--- src/rtl/imem_pkg.sv ---
// ----------------------------------------------------------------------------
// imem_pkg
// Shared definitions for the instruction-memory boot loader: FSM state
// encoding, start-of-frame byte, memory geometry and the running checksum
// helper used when the checksum trailer is built in.
// ----------------------------------------------------------------------------
package imem_pkg;

  localparam int         IMEM_DEPTH_WORDS = 64;
  localparam int         IMEM_AW          = 6;
  localparam int         IMEM_WORD_W      = 32;
  localparam logic [7:0] IMEM_SOF         = 8'hFE;

  typedef enum logic [2:0] {
    ST_IDLE  = 3'd0,
    ST_LEN   = 3'd1,
    ST_DATA  = 3'd2,
    ST_WRITE = 3'd3,
    ST_CSUM  = 3'd4,
    ST_RUN   = 3'd5,
    ST_ERR   = 3'd6
  } imem_state_e;

  // Modulo-256 accumulation; a frame is good when the total including the
  // trailer byte comes back to zero.
  function automatic logic [7:0] csum_add(input logic [7:0] acc, input logic [7:0] b);
    return acc + b;
  endfunction

endpackage

--- src/rtl/imem_byte_packer.sv ---
// ----------------------------------------------------------------------------
// imem_byte_packer
// Packs bytes MSB-first into a 32-bit word. The first byte of a word ends up
// in [31:24] once four bytes have been shifted in.
// Ports:
//   clk, reset   clock, asynchronous active-high reset
//   clear        restart packing (byte counter and word to zero)
//   shift        shift byte_in into the word this cycle
//   byte_in      byte to shift in
//   word_ready   this shift completes a word (4th byte of the group)
//   word         packed word register (valid the cycle after word_ready)
// ----------------------------------------------------------------------------
module imem_byte_packer
  import imem_pkg::*;
(
  input  logic                   clk,
  input  logic                   reset,
  input  logic                   clear,
  input  logic                   shift,
  input  logic [7:0]             byte_in,
  output logic                   word_ready,
  output logic [IMEM_WORD_W-1:0] word
);

  logic [1:0]             cnt_q, cnt_d;
  logic [IMEM_WORD_W-1:0] word_q, word_d;

  // Next byte count and shift-register contents.
  always_comb begin
    cnt_d  = cnt_q;
    word_d = word_q;
    if (clear) begin
      cnt_d  = 2'd0;
      word_d = 32'd0;
    end else if (shift) begin
      cnt_d  = cnt_q + 2'd1;
      word_d = {word_q[23:0], byte_in};
    end else begin
      cnt_d  = cnt_q;
      word_d = word_q;
    end
  end

  // Packer state registers.
  always_ff @(posedge clk or posedge reset) begin
    if (reset) begin
      cnt_q  <= 2'd0;
      word_q <= 32'd0;
    end else begin
      cnt_q  <= cnt_d;
      word_q <= word_d;
    end
  end

  assign word_ready = shift & (cnt_q == 2'd3);
  assign word       = word_q;

endmodule

--- src/rtl/imem_boot_loader.sv ---
// ----------------------------------------------------------------------------
// imem_boot_loader
// Byte-serial boot controller for the 64-word instruction memory. Frame:
// SOF (8'hFE), length N (1..DEPTH_WORDS), N big-endian 32-bit words and,
// when IMEM_LOADER_CHECKSUM_EN is defined, one trailer byte C with
// (N + sum(data) + C) mod 256 == 0. Keeps the CPU held while loading or
// after a failed frame.
// Ports:
//   clk, reset          clock, asynchronous active-high reset
//   rx_data/valid/ready byte input handshake (accept on valid && ready)
//   mem_we/waddr/wdata  one-cycle word write to instruction memory
//   cpu_hold            CPU stall / reset request
//   load_done/load_err  status of the last frame
//   words_loaded        words written by the current or last frame
// Optional feature macro: IMEM_LOADER_CHECKSUM_EN
// ----------------------------------------------------------------------------
module imem_boot_loader
  import imem_pkg::*;
#(
  parameter int DEPTH_WORDS = IMEM_DEPTH_WORDS,
  parameter int AW          = IMEM_AW
)(
  input  logic                   clk,
  input  logic                   reset,
  input  logic [7:0]             rx_data,
  input  logic                   rx_valid,
  output logic                   rx_ready,
  output logic                   mem_we,
  output logic [AW-1:0]          mem_waddr,
  output logic [IMEM_WORD_W-1:0] mem_wdata,
  output logic                   cpu_hold,
  output logic                   load_done,
  output logic                   load_err,
  output logic [AW:0]            words_loaded
);

  localparam logic [7:0] DEPTH_B = 8'(DEPTH_WORDS);
  localparam logic [AW:0] CNT_ONE = {{AW{1'b0}}, 1'b1};

  imem_state_e   state_q, state_d;
  logic [AW:0]   len_q, len_d;
  logic [AW:0]   word_cnt_q, word_cnt_d;
  logic          rx_ready_q, rx_ready_d;
  logic          mem_we_q, mem_we_d;
  logic [AW-1:0] mem_waddr_q, mem_waddr_d;
  logic          cpu_hold_q, cpu_hold_d;
  logic          load_done_q, load_done_d;
  logic          load_err_q, load_err_d;
  logic [AW:0]   words_loaded_q, words_loaded_d;
`ifdef IMEM_LOADER_CHECKSUM_EN
  logic [7:0]    sum_q, sum_d;
`endif

  logic accept_s;
  logic pk_clear_s, pk_shift_s, pk_ready_s;

  assign accept_s = rx_valid & rx_ready_q;

  imem_byte_packer u_packer (
    .clk        (clk),
    .reset      (reset),
    .clear      (pk_clear_s),
    .shift      (pk_shift_s),
    .byte_in    (rx_data),
    .word_ready (pk_ready_s),
    .word       (mem_wdata)
  );

  // Frame FSM: next state and next values of all registered outputs.
  always_comb begin
    state_d        = state_q;
    len_d          = len_q;
    word_cnt_d     = word_cnt_q;
    rx_ready_d     = 1'b1;
    mem_we_d       = 1'b0;
    mem_waddr_d    = mem_waddr_q;
    cpu_hold_d     = cpu_hold_q;
    load_done_d    = load_done_q;
    load_err_d     = load_err_q;
    words_loaded_d = words_loaded_q;
    pk_clear_s     = 1'b0;
    pk_shift_s     = 1'b0;
`ifdef IMEM_LOADER_CHECKSUM_EN
    sum_d          = sum_q;
`endif
    case (state_q)
      ST_IDLE: begin
        if (accept_s && (rx_data == IMEM_SOF)) begin
          state_d        = ST_LEN;
          words_loaded_d = '0;
        end else begin
          state_d = ST_IDLE;
        end
      end
      ST_LEN: begin
        if (!accept_s) begin
          state_d = ST_LEN;
        end else if ((rx_data == 8'd0) || (rx_data > DEPTH_B)) begin
          state_d    = ST_ERR;
          load_err_d = 1'b1;
          cpu_hold_d = 1'b1;
        end else begin
          state_d    = ST_DATA;
          len_d      = rx_data[AW:0];
          word_cnt_d = '0;
          pk_clear_s = 1'b1;
`ifdef IMEM_LOADER_CHECKSUM_EN
          sum_d      = rx_data;
`endif
        end
      end
      ST_DATA: begin
        if (accept_s) begin
          pk_shift_s = 1'b1;
`ifdef IMEM_LOADER_CHECKSUM_EN
          sum_d      = csum_add(sum_q, rx_data);
`endif
          // The 4th byte lands in the packer on this edge, so the write
          // strobe and address are registered together with it.
          if (pk_ready_s) begin
            state_d     = ST_WRITE;
            mem_we_d    = 1'b1;
            mem_waddr_d = word_cnt_q[AW-1:0];
            rx_ready_d  = 1'b0;
          end else begin
            state_d = ST_DATA;
          end
        end else begin
          state_d = ST_DATA;
        end
      end
      ST_WRITE: begin
        word_cnt_d     = word_cnt_q + CNT_ONE;
        words_loaded_d = word_cnt_q + CNT_ONE;
        if ((word_cnt_q + CNT_ONE) == len_q) begin
`ifdef IMEM_LOADER_CHECKSUM_EN
          state_d     = ST_CSUM;
`else
          state_d     = ST_RUN;
          cpu_hold_d  = 1'b0;
          load_done_d = 1'b1;
`endif
        end else begin
          state_d = ST_DATA;
        end
      end
`ifdef IMEM_LOADER_CHECKSUM_EN
      ST_CSUM: begin
        if (!accept_s) begin
          state_d = ST_CSUM;
        end else if (csum_add(sum_q, rx_data) == 8'h00) begin
          state_d     = ST_RUN;
          cpu_hold_d  = 1'b0;
          load_done_d = 1'b1;
        end else begin
          state_d    = ST_ERR;
          load_err_d = 1'b1;
          cpu_hold_d = 1'b1;
        end
      end
`endif
      ST_RUN: begin
        if (accept_s && (rx_data == IMEM_SOF)) begin
          state_d        = ST_LEN;
          cpu_hold_d     = 1'b1;
          load_done_d    = 1'b0;
          words_loaded_d = '0;
        end else begin
          state_d = ST_RUN;
        end
      end
      ST_ERR: begin
        if (accept_s && (rx_data == IMEM_SOF)) begin
          state_d        = ST_LEN;
          load_err_d     = 1'b0;
          words_loaded_d = '0;
        end else begin
          state_d = ST_ERR;
        end
      end
      default: begin
        state_d = ST_IDLE;
      end
    endcase
  end

  // State and output registers.
  always_ff @(posedge clk or posedge reset) begin
    if (reset) begin
      state_q        <= ST_IDLE;
      len_q          <= '0;
      word_cnt_q     <= '0;
      rx_ready_q     <= 1'b1;
      mem_we_q       <= 1'b0;
      mem_waddr_q    <= '0;
      cpu_hold_q     <= 1'b1;
      load_done_q    <= 1'b0;
      load_err_q     <= 1'b0;
      words_loaded_q <= '0;
`ifdef IMEM_LOADER_CHECKSUM_EN
      sum_q          <= 8'd0;
`endif
    end else begin
      state_q        <= state_d;
      len_q          <= len_d;
      word_cnt_q     <= word_cnt_d;
      rx_ready_q     <= rx_ready_d;
      mem_we_q       <= mem_we_d;
      mem_waddr_q    <= mem_waddr_d;
      cpu_hold_q     <= cpu_hold_d;
      load_done_q    <= load_done_d;
      load_err_q     <= load_err_d;
      words_loaded_q <= words_loaded_d;
`ifdef IMEM_LOADER_CHECKSUM_EN
      sum_q          <= sum_d;
`endif
    end
  end

  assign rx_ready     = rx_ready_q;
  assign mem_we       = mem_we_q;
  assign mem_waddr    = mem_waddr_q;
  assign cpu_hold     = cpu_hold_q;
  assign load_done    = load_done_q;
  assign load_err     = load_err_q;
  assign words_loaded = words_loaded_q;

endmodule

--- config.mk ---
export PLATFORM = sky130hd
export DESIGN_NAME = imem_boot_loader
export DESIGN_NICKNAME = d
export VERILOG_FILES = /design/src/rtl/imem_pkg.sv /design/src/rtl/imem_byte_packer.sv /design/src/rtl/imem_boot_loader.sv
export SDC_FILE = /design/constraint.sdc
export NUM_CORES = 1
export LEC_CHECK = 0
export ABC_CLOCK_PERIOD_IN_PS = 6300
export CORE_MARGIN = 10
export CORE_UTILIZATION = 55
export DETAILED_ROUTE_END_ITERATION = 16
export GPL_ROUTABILITY_DRIVEN = 0
export GPL_TIMING_DRIVEN = 0
export MAX_ROUTING_LAYER = met4
export PLACE_DENSITY = 0.91
export SKIP_LAST_GASP = 1
export SYNTH_ARGS = -nofsm -noshare
export SYNTH_HDL_FRONTEND = slang
export SYNTH_SLANG_ARGS = --single-unit
--- constraint.sdc ---
create_clock -name clk -period 6.3 [get_ports clk]
set_clock_uncertainty 0.2 [all_clocks]
set_input_delay 1.26 -clock clk [delete_from_list [all_inputs] [get_ports clk]]
set_output_delay 1.26 -clock clk [all_outputs]
set_load 0.005 [all_outputs]
==> results.yml, run 1 <==
outcome:
  run_status: "finished clean"
timing:
  number_of_hold_violations_in_the_final_report: 0
  post-route-min-period_ps: 3190
  worst_pin_slew_ps: 833
  final_min_period_over_clock_period: 0.506
  setup_violations: 0
  timing_max_transition_violations_final: 0
  maxSlewHeadroom: 0.445
  rsz_0062_raised_after_global_routing: "false"
  max_freq_mhz: 314
  totalNegativeSetupSlack_ps: 0
cts:
  cts.hold.buffers_added: 0
  clock-sinks: 69
  numCtsBuffers: 9
  cts_tree: "yes"
  clock-root-buffer: "clkbuf_8"
  clkLatencyLatePin_ps: 340
  clkTransAtPathRegs_ps: 80
  cts.htree.levels: 3
  clockBufferDepth: 2
  postCtsSetupBuffers: 0
  cts_repair_resize_count: 0
logic_synthesis:
  asyncSetResetFlopFracSynth: 1.00
  synthesis.nets: 333
  synth_cells: 320
  ys_seq_area_frac: 0.540
  synth_cell_type_count: 50
  yosys_warnings: 0
  synth_area_per_cell_um2: 10.0
  post_syn_area_um2: 3200
  area_share_of_the_largest_cell_type_after_synthesis: 0.523
  ys_top_cells_by_area: "dfrtp_1 (52%), nand2_1 (9.3%), mux2_2 (5.6%)"
  leading_post_synthesis_cells_by_instance_count: "nand2_1 (79), dfrtp_1 (67), a21oi_1 (35)"
  synth_top_flop_cell: "dfrtp_1"
  yosysTopAreaCell: "dfrtp_1"
  synth_edf_count: 0
  post-synth-top-count-cell: "nand2_1"
  yosys_register_bits: 69
layout:
  diodes: 0
  final.fill_count: 391
  final_core_utilization: 0.735
  total_area_of_multi_input_combinational_cells_um2: 1350
  layout_stage_area_growth_over_the_synthesis_result_pct: 27.9
  finish.cell_count_without_fillers: 468
  num-nets-final: 404
  sequential_cell_area_um2: 1730
  post_route_cells_drive_above_1_share: 0.126
pwr:
  cellPowerDensity_nw_per_um2: 457
  share_seq_of_total_power: 0.384
  power.share.clock: 0.193
  ir_drop_mv: 0.273
  cellInternalPower_w: 0.00122
  net-switching-power_w: 0.000654
  leakage_nw: 1.79
  pwr-share-comb: 0.422
  share_of_total_power_consumed_by_net_switching: 0.349
drt:
  drt.antenna.violating_nets: 0
  via_per_inst: 5.72
  postRouteWirelength_mm: 8.02
  wl_per_cell_um: 17.1
  vias: 2679
  drt-pass1-iter-count: 4
  drc_errors: 0
  initialDrtViolationCount: 161
floorplan:
  floorplan.die_area_um2: 9280
  fp.dieW_um: 96.3
  core-area_um2: 5570
  io-pin-count: 61
  initial_utilization: 0.575
  die_y_um: 96.3
  placement_rows: 27
global_routing:
  grt_overflow_total: 0
  grt.total_usage: 0.180
  grt_pass1_vias: 2535
  grt_antenna_before_repair: 0
  grt_start_max_net_pins: 70
  wire_length_of_the_first_global_routing_pass_mm: 12.6
worst_setup_path:
  critical_path_class: "in -> reg"
  timing.critical_path.fanout_max: 8
  worst_setup_path_start_kind: "input pin"
  rr_endpoint: "state_q[0]"
  r2r.worst_path.cells: 6
  critPathCaptureType: "flip-flop"
  reg2reg_slack_ps: 3930
  critical_path.reg2reg.startpoint: "word_cnt_q[1]"
  timing.critical_path.required_ps: 6330
  critPathArrivalTime_ps: 3210
place:
  placedCellCount: 452
  count_of_buffers_from_port_buffering: 60
  dp.final_hpwl_mm: 5.75
hold_path:
  holdCritPathClass: "reg -> reg"
  min-delay-start: "words_loaded[0]"
  hold_path_end: "words_loaded[0]"
  timing.hold.worst_path_depth: 1
run:
  max_cap_viol_count: 0
## worst max-delay path, cell delays in order
cell	delay, ps
clkdlybuf4s50_1	480
nand2_1	180
nor3_2	500
nand2_1	410
mux2_2	380
## cells in the final DEF (no fill, tap or decap), types with 3 or more instances in the layout
cell,netlist,routed
nand2_1,79,79
dfrtp_1,67,67
clkdlybuf4s50_1,0,60
a21oi_1,35,35
mux2_2,16,16
nor2_1,13,13
clkbuf_1,10,11
clkbuf_8,0,10
o21ai_0,9,9
a22o_1,9,9
xnor2_1,7,7
buf_2,6,6
nand3_1,4,4
xor2_1,4,4
buf_4,3,3
nand2b_1,3,3
nor3_1,3,3
nor2b_1,3,3
and2_1,3,3
inv_1,4,3
## registers in the layout, indices dropped and copies added (netlist names)
register and flops:
u_packer.cnt_q 2, rx_ready 1, state_q 3, load_err 1
u_packer.word 32, mem_we 1, mem_waddr 6, words_loaded 7
cpu_hold 1, len_q 7, load_done 1, word_cnt_q 7
## logic make-up (layout without fill, tap and decap cells)
group | after synthesis | count (layout) | synth area share
AOI/OAI and AO/OA | 73 | 73 | 0.144
xor gates and xnor gates | 12 | 12 | 0.0375
adders and majority gates | 2 | 2 | 0.00781
buffers and inverters | 25 | 101 | 0.0379
DFF | 69 | 69 | 0.540
muxes | 18 | 18 | 0.0625
and+or+nand+nor | 121 | 121 | 0.170
## through the flow
stage	worst slack, ps	cell area, um2	hold slack (ps)	total power (W)
floorplan	3100	3200	279	0.00112
global placement	2000	3890	283	0.00148
detailed placement	2780	3900	287	0.00152
CTS	3110	4100	306	0.00189
global route	2940	4100	324	0.00199
finish	3110	4100	301	0.00187
## worst max-delay path by stage
stage / startpoint / endpoint / slack, ps / depth (start not counted)
floorplan: reset / len_q[0] / 3100 / 1
global placement: reset / words_loaded[0] / 2000 / 2
detailed placement: rx_valid / mem_waddr[4] / 2780 / 5
CTS: rx_valid / mem_waddr[3] / 3110 / 5
global route: rx_valid / mem_waddr[3] / 2940 / 5
finish: rx_valid / mem_waddr[0] / 3110 / 5
## final cells by class
| type | instances | share of cell area |
|---|---|---|
| multi-input cells | 226 | 0.330 |
| clock buffers | 11 | 0.0345 |
| flip-flops and latches | 69 | 0.422 |
| repair buffers | 60 | 0.147 |
| clock inverters | 5 | 0.0147 |
| plain buffers | 21 | 0.0260 |
| inverters | 4 | 0.00427 |
| well taps | 72 | 0.0220 |
## layer usage
metal | GRT usage | routed length, um | vias up
met5 | - | 0 | -
met4 | 0.0738 | 170 | 0
met3 | 0.0506 | 448 | 16
met2 | 0.270 | 3960 | 71
met1 | 0.224 | 3440 | 1342
li1 | - | - | 1250
## power by group through the flow
stage               Clock [W]  Combinational [W]  Sequential [W]
finish               0.000362           0.000791        0.000720
global route         0.000386           0.000869        0.000736
CTS                  0.000367           0.000802        0.000718
detailed placement          0           0.000793        0.000725
global placement            0           0.000764        0.000715
floorplan                   0           0.000401        0.000716
No activity file was read; power rests on OpenSTA's default activity.
==> inputs of run 2 (changes only) <==
--- a/config.mk
+++ b/config.mk
@@ -5,14 +5,14 @@
 export SDC_FILE = /design/constraint.sdc
 export NUM_CORES = 1
 export LEC_CHECK = 0
-export ABC_CLOCK_PERIOD_IN_PS = 6300
+export ABC_CLOCK_PERIOD_IN_PS = 2770
 export CORE_MARGIN = 10
-export CORE_UTILIZATION = 55
+export CORE_UTILIZATION = 47
 export DETAILED_ROUTE_END_ITERATION = 16
 export GPL_ROUTABILITY_DRIVEN = 0
 export GPL_TIMING_DRIVEN = 0
 export MAX_ROUTING_LAYER = met4
-export PLACE_DENSITY = 0.91
+export PLACE_DENSITY = 0.83
 export SKIP_LAST_GASP = 1
 export SYNTH_ARGS = -nofsm -noshare
 export SYNTH_HDL_FRONTEND = slang
==> constraint.sdc (replaced) <==
create_clock -name clk -period 2.77 [get_ports clk]
set_clock_uncertainty 0.2 [all_clocks]
set_input_delay 0.554 -clock clk [delete_from_list [all_inputs] [get_ports clk]]
set_output_delay 0.554 -clock clk [all_outputs]
set_load 0.005 [all_outputs]
==> run 2 against run 1 <==
Effect of this change: worst hold slack lost 2.7 ps; utilization shrank 12 points; combinational power grew 120%; sequential share of layout area shrank 0.33 points; routed wire length shrank 5.2%; clock power grew 140%; flip-flop and latch count is the same; total power grew 130%; register-to-register slack lost 3500 ps; final cell count grew 1.9%; first-iteration DRC count shrank 19%; non-clock buffer count grew 1; highest routed layer unchanged.
==> results.yml, run 2 (synthesis gave the netlist of run 1 again) <==
worst_setup_path:
  critPathSlowestCell: "clkdlybuf4s50_1"
  rr_endpoint: "state_q[0]"
  critical_path.reg2reg.startpoint: "word_cnt_q[1]"
  reg2reg_slack_ps: 430
  cp_slowest_stage_delay_ps: 490
  setup.worst_path.start: "rx_data[4]"
  timing.critical_path.fanout_max: 10
  worstPathCellList: "clkdlybuf4s50_1, nor4_1, and4b_1, o21a_1, buf_2, o21ai_0, a22o_1"
  r2r.worst_path.cells: 6
  timing.critical_path.required_ps: 2800
  worst_setup_path_start_kind: "input pin"
  critPathCaptureType: "flip-flop"
  critical_path_class: "in -> reg"
  critPathArrivalTime_ps: 2510
  timing.critical_path.to: "word_cnt_q[6]"
pwr:
  pwr-share-comb: 0.414
  power.share.clock: 0.203
  total_power_w: 0.00427
  cellPowerDensity_nw_per_um2: 1030
  share_of_total_power_consumed_by_net_switching: 0.336
  leakage_nw: 1.81
  net-switching-power_w: 0.00144
  ir_drop_mv: 0.430
  cellInternalPower_w: 0.00284
  share_seq_of_total_power: 0.383
cts:
  cts_tree: "yes"
  clockBufferDepth: 2
  clock-root-buffer: "clkbuf_8"
  postCtsSetupBuffers: 0
  clkLatencyLatePin_ps: 350
  clock-sinks: 69
  clkTransAtPathRegs_ps: 70
  cts_repair_resize_count: 0
  numCtsBuffers: 9
  cts.hold.buffers_added: 0
  cts.htree.levels: 3
drt:
  drt.antenna.violating_nets: 0
  drc_errors: 0
  postRouteWirelength_mm: 7.61
  via_per_inst: 5.35
  vias: 2552
  drt-pass1-iter-count: 4
  wl_per_cell_um: 15.9
  initialDrtViolationCount: 131
timing:
  maxSlewHeadroom: 0.625
  timing_max_transition_violations_final: 0
  final_min_period_over_clock_period: 0.897
  number_of_hold_violations_in_the_final_report: 0
  max_freq_mhz: 402
  setup_violations: 0
  post-route-min-period_ps: 2480
  rsz_0062_raised_after_global_routing: "false"
  worst_pin_slew_ps: 561
global_routing:
  grt_start_max_net_pins: 45
  grt_antenna_before_repair: 0
  grt_pass1_vias: 2530
  wire_length_of_the_first_global_routing_pass_mm: 12.5
  grt_overflow_total: 0
  grt.total_usage: 0.155
outcome:
  run_status: "finished clean"
place:
  count_of_buffers_from_port_buffering: 60
  dpl-instance-area_um2: 3920
  dp.final_hpwl_mm: 5.61
layout:
  num-nets-final: 405
  layout_stage_area_growth_over_the_synthesis_result_pct: 28.9
  max_ffs_per_register: 32
  diodes: 0
  finalInstanceArea_um2: 4130
  post_route_cells_drive_above_1_share: 0.126
  layout_common_cells: "nand2_1 (79), dfrtp_1 (67), clkdlybuf4s50_1 (60)"
  final.fill_count: 538
  final_common_cell: "nand2_1"
floorplan:
  io-pin-count: 61
  placement_rows: 30
  die_y_um: 103
  initial_utilization: 0.477
  core-area_um2: 6720
  fp.dieW_um: 103
  floorplan.die_area_um2: 10500
hold_path:
  holdCritPathClass: "reg -> reg"
run:
  max_cap_viol_count: 0
==> run 2: layout make-up <==
| type | instances | area (um2) | share of cell area |
|---|---|---|---|
| buffer | 21 | 106 | 0.0257 |
| clock buffer | 11 | 131 | 0.0318 |
| clock inverter | 5 | 75.1 | 0.0182 |
| inverter | 4 | 15.0 | 0.00364 |
| multi-input combinational | 226 | 1350 | 0.327 |
| sequential | 69 | 1730 | 0.419 |
| tap | 80 | 100 | 0.0242 |
| timing repair buffer | 61 | 621 | 0.150 |
==> run 2: power by group through the flow <==
stage,sequential [W],combinational [W],clock (W)
after floorplan,0.00163,0.000912,0
after global placement,0.00164,0.00174,0
after detailed placement,0.00166,0.00178,0
after CTS,0.00163,0.00180,0.000877
after global routing,0.00168,0.00195,0.000927
final,0.00164,0.00177,0.000869
==> run 2: per-stage QoR <==
stage	utilization	setup WS [ps]	hold WS [ps]	std cells	TNS, ps
6_report	0.615	285	299	477	0
4_1_cts	0.615	290	302	477	0
2_1_floorplan	-	279	279	320	0
3_5_place_dp	0.584	-26.1	280	461	-203
5_1_grt	0.615	129	309	477	0
3_3_place_gp	0.581	-811	288	460	-54550
==> run 2: worst min-delay path by stage <==
stage                          startpoint              end  slack (ps)  depth (start not counted)
after floorplan           words_loaded[0]  words_loaded[0]         280                          1
after global placement    words_loaded[6]  words_loaded[6]         290                          1
after detailed placement  words_loaded[0]  words_loaded[0]         280                          1
after CTS                 words_loaded[6]  words_loaded[6]         300                          1
after global routing      words_loaded[6]  words_loaded[6]         310                          1
final                     words_loaded[6]  words_loaded[6]         300                          1
==> run 2: critical path: cells and delay by family <==
kind                   cells  cell delay, ps
AND/OR/NAND/NOR            2             750
AO/OA/AOI/OAI              3             500
buffers and inverters      2             710
==> run 2: routing by layer <==
metal | share of wire | GRT usage | vias to the layer above
met2 | 0.49 | 0.240 | 55
met1 | 0.45 | 0.195 | 1231
met4 | 0.026 | 0.0716 | 0
met3 | 0.040 | 0.0248 | 18
li1 | - | - | 1248
met5 | 0 | - | -
